### config.mk
export PLATFORM = sky130hd
export DESIGN_NAME = read_stream_stage
export DESIGN_NICKNAME = d
export VERILOG_FILES = /design/src/rtl/read_stream_stage.sv
export SDC_FILE = /design/constraint.sdc
export NUM_CORES = 1
export LEC_CHECK = 0
export BUFFER_PORTS_ARGS = -buffer_cell sky130_fd_sc_hd__buf_4
export CAP_MARGIN = 30
export CORE_AREA = 2 2 93 95
export CTS_BUF_LIST = sky130_fd_sc_hd__clkbuf_4
export DETAILED_ROUTE_END_ITERATION = 6
export DIE_AREA = 0 0 95 97
export PLACE_DENSITY = 0.8
export REMOVE_ABC_BUFFERS = 1
export SLEW_MARGIN = 20
export SYNTH_ARGS = -nofsm -noshare
export SYNTH_HDL_FRONTEND = slang
export SYNTH_SLANG_ARGS = --single-unit
### constraint.sdc
create_clock -name rclk -period 5.78 [get_ports rclk]
set_clock_uncertainty 0.2 [all_clocks]
set_input_delay 0.578 -clock rclk [delete_from_list [all_inputs] [get_ports rclk]]
set_output_delay 0.578 -clock rclk [all_outputs]
set_load 0.02 [all_outputs]
### src/rtl/read_stream_stage.sv
// Read-side output stage of an async FIFO: 2-entry skid buffer toward a
// valid/ready stream, plus registered occupancy, pointer-sanity flag and beat count.
module read_stream_stage #(
    parameter int DW = 32
) (
    input  logic          rclk,
    input  logic          rrst,
    input  logic          rempty,
    input  logic [DW-1:0] rdata,
    input  logic [4:0]    wptr_rclk,
    input  logic [4:0]    rptr,
    output logic          rpop,
    output logic          m_valid,
    output logic [DW-1:0] m_data,
    input  logic          m_ready,
    output logic [4:0]    rlevel,
    output logic          rerr,
    output logic [15:0]   beat_cnt
);

    // Handshake: a beat transfers on a rising edge where m_valid=1 and m_ready=1;
    // m_valid never drops and m_data never changes while m_ready=0.

    logic [1:0]    cnt;
    logic [1:0]    cnt_next;
    logic [DW-1:0] e0;
    logic [DW-1:0] e1;
    logic          push;
    logic          deq;
    logic [4:0]    wbin;
    logic [4:0]    rbin;
    logic [4:0]    diff;

    function automatic logic [4:0] gray2bin(input logic [4:0] g);
        logic [4:0] b;
        b[4] = g[4];
        for (int i = 3; i >= 0; i--) begin
            b[i] = b[i+1] ^ g[i];
        end
        return b;
    endfunction

    // Pop decision looks only at local fill, so m_ready never reaches rpop combinationally.
    assign rpop = ~rempty & ~cnt[1] & ~rrst;
    assign push = rpop;
    assign deq  = m_valid & m_ready;

    always_comb begin
        cnt_next = cnt + {1'b0, push} - {1'b0, deq};
    end

    always_ff @(posedge rclk) begin
        if (rrst) begin
            cnt     <= 2'd0;
            m_valid <= 1'b0;
            e0      <= '0;
            e1      <= '0;
        end else begin
            cnt     <= cnt_next;
            m_valid <= (cnt_next != 2'd0);
            case (cnt)
                2'd0: begin
                    if (push) e0 <= rdata;
                end
                2'd1: begin
                    if (push && deq) e0 <= rdata;
                    else if (push)   e1 <= rdata;
                end
                2'd2: begin
                    if (deq) e0 <= e1;
                end
                default: ;
            endcase
        end
    end

    assign m_data = e0;

    assign wbin = gray2bin(wptr_rclk);
    assign rbin = gray2bin(rptr);
    assign diff = wbin - rbin;

    // A difference beyond the FIFO depth means the pointers are inconsistent.
    always_ff @(posedge rclk) begin
        if (rrst) begin
            rlevel <= 5'd0;
            rerr   <= 1'b0;
        end else begin
            rlevel <= diff;
            if (diff > 5'd16) rerr <= 1'b1;
        end
    end

    always_ff @(posedge rclk) begin
        if (rrst) begin
            beat_cnt <= 16'd0;
        end else if (deq && (beat_cnt != 16'hFFFF)) begin
            beat_cnt <= beat_cnt + 16'd1;
        end
    end

endmodule
==> flow_summary.json <==
{
  "status": "finished, final reports clean",
  "cpPeakStageDelay_ns": 0.44,
  "crit_path_top_delay_cell": "xnor3_2",
  "fin_util": 0.616,
  "gp_congestion": 0.784,
  "core_area_sq_mm": 0.00813,
  "fin_area_sq_mm": 0.00501,
  "insertion_delay_ns": 0.42,
  "hpwl_um": 5930,
  "cp-end-kind": "flop",
  "cts_tree": "built",
  "required_ns": 5.94,
  "drive_gt1_frac": 0.310,
  "io_pins": 102,
  "wl_per_cell_um": 13.6,
  "crit_type": "input port to flop",
  "yosys.area.top_type_share": 0.442,
  "powerDensity_mw_per_mm2": 407,
  "synth-edff-count": 0,
  "routed_wl_um": 8600,
  "grt_setup_unrepaired": "no",
  "cp_cell_sequence": "buf_4 -> xnor3_2 -> xor2_1 -> xor2_1 -> ha_1 -> fa_1 -> maj3_2 -> mux2i_1 -> o21a_1 -> a31oi_1",
  "die_w_um": 95,
  "rows": 33,
  "cts-buffers-inserted": 9,
  "layout_setup_ws_ns": 2.92,
  "vdd_ir_drop_max_mv": 0.271,
  "synthTopCellsByArea": "dfxtp_1 (44%), mux2i_1 (8.9%), mux2_2 (8.9%)",
  "post_cts_buffers": 0,
  "leakage_nw": 2.25,
  "path_clk_slew_ns": 0.14,
  "min_path_type": "input port to flop",
  "dieArea_sq_mm": 0.00922,
  "drv_slew": 0,
  "yosysSeqAreaShare": 0.442,
  "dr.pass1.iters": 5,
  "area_growth_pct": 24.1,
  "r2r_start": "cnt[1]",
  "drtAntennaViolNets": 0,
  "yosysTopAreaCell": "dfxtp_1",
  "slew_headroom": 0.379,
  "ys_types": 39,
  "clk_path_buf_depth": 2,
  "period_needed_ns": 2.86,
  "grt_pass1_vias": 3231,
  "timing_hold_violations_final": 0,
  "drc_errors": 0,
  "setup_violations": 0,
  "synthFlopType": "dfxtp_1",
  "hp-start": "rdata[5]",
  "async_flop_share": 0,
  "syn_inst": 434,
  "placed_area_sq_mm": 0.00484,
  "port_buffers": 101,
  "fmax_mhz": 350,
  "cap_viol_max_count": 0,
  "track_usage": 0.190,
  "cp-startpoint": "wptr_rclk[4]",
  "ys_seq_elements": 89,
  "syn_area_sq_mm": 0.00404,
  "yosysWarningCount": 0,
  "n_antenna_cell": 0,
  "syn_avg_cell_area_sq_um": 9.30,
  "crit_path_start_kind": "input port",
  "drt_iter0_drc": 98,
  "cts.sinks": 89,
  "setup_tns_ns": 0,
  "worstMarginPinSlew_ns": 0.932,
  "h-tree-depth": 3,
  "cts_root_buf": "clkbuf_4",
  "grt_overflow_total": 0,
  "grt_pass1_wl_um": 14200,
  "ctsHoldBuffers": 0,
  "dp.cells": 618,
  "antenna_found_initial": 0,
  "period_share": 0.494,
  "crit_fanout": 4,
  "post_drt_via_cell_ratio": 5.13,
  "cp.arrival_ns": 3.02,
  "initial_core_util": 0.496,
  "cts_resized": 0,
  "layout.cells.non_filler": 634,
  "dp_slack_ns": 2.47,
  "grt_start_max_net_pins": 91,
  "vias": 3255,
  "nNetsFinal": 580,
  "die_y_um": 97,
  "cpMostUsedCell": "xor2_1"
}
==> registers in the layout, indices dropped and copies added, names as in the netlist <==
register and count:
e1 32, beat_cnt 16, cnt 2, m_valid 1, rlevel 5, m_data 32, rerr 1
==> power by group <==
part | total [mW] | switching [mW] | internal, mW
Combinational | 0.851 | 0.435 | 0.417
Clock | 0.398 | 0.217 | 0.182
Sequential | 0.788 | 0.0645 | 0.723
Total | 2.04 | 0.716 | 1.32
==> cell families after synthesis <==
group,share of synthesized area
and+or+nand+nor,0.179
DFF,0.442
muxes,0.179
AOI/OAI and AO/OA,0.0617
buffers and inverters,0.0394
xor gates and xnor gates,0.0620
adders and majority gates,0.0381
==> path summary, 6_finish.rpt <==
path           endpoint  slack [ns]  cells after the start
max reg2reg  m_data[29]        3.01                      5
min               e1[5]        0.18                      3
min reg2reg      e1[31]        0.26                      2
max                rerr        2.92                     10
==> cell type report <==
type | count | area [sq um]
fillers | 705 | 3130
multi-input cells | 312 | 2100
flip-flops and latches | 89 | 1780
repair buffers | 104 | 801
well taps | 105 | 131
clock inverters | 6 | 91.3
clock buffers | 10 | 75.1
inverters | 8 | 30.0
==> stage by stage <==
stage / total power, mW / hold WS, ns
after global routing: 2.16 / 0.131
after global placement: 1.62 / 0.238
after detailed placement: 1.66 / 0.243
final: 2.04 / 0.185
after floorplan: 1.36 / 0.227
after CTS: 2.06 / 0.155
==> cell usage after synthesis, drive strengths merged, types with 8 or more instances <==
cell type	count
buf	9
a21oi	35
inv	8
xor2	11
mux2i	36
nor2	57
nand2	73
mux2	32
dfxtp	89
clkbuf	16
xnor2	12
ha	9
==> worst max-delay path: cells and delay by family <==
family / cells / cell delay [ns]
AOI/OAI and AO/OA: 2 / 0.29
xor gates and xnor gates: 3 / 0.90
adders and majority gates: 3 / 0.99
buffers and inverters: 1 / 0.12
muxes: 1 / 0.14
==> per-layer routing <==
metal  track usage  up-vias  part of all wire
met1         0.234     1527              0.46
met2         0.321       81              0.47
met3        0.0685        6             0.065
met4        0.0334        0            0.0055
li1              -     1641                 -
met5             0        -                 0
==> cells in the final DEF (no fill, tap or decap), types with 2 or more instances in the layout <==
| cell | Yosys | layout |
|---|---|---|
| nand2_1 | 73 | 73 |
| inv_1 | 8 | 8 |
| ha_1 | 9 | 8 |
| buf_4 | 0 | 103 |
| nor3_1 | 5 | 5 |
| mux2_2 | 32 | 32 |
| or2_2 | 2 | 2 |
| nand3_1 | 6 | 6 |
| mux2i_1 | 36 | 36 |
| and3_1 | 6 | 6 |
| a31oi_1 | 2 | 2 |
| dfxtp_1 | 89 | 89 |
| a211oi_1 | 4 | 4 |
| bufinv_16 | 0 | 2 |
| a21oi_1 | 35 | 35 |
| nand4_1 | 3 | 3 |
| xor2_1 | 11 | 11 |
| nor4b_1 | 2 | 2 |
| clkinvlp_4 | 0 | 3 |
| nor2_1 | 57 | 57 |
| xnor2_1 | 12 | 12 |
| clkbuf_4 | 0 | 10 |
(Power assumes the default switching activity.)
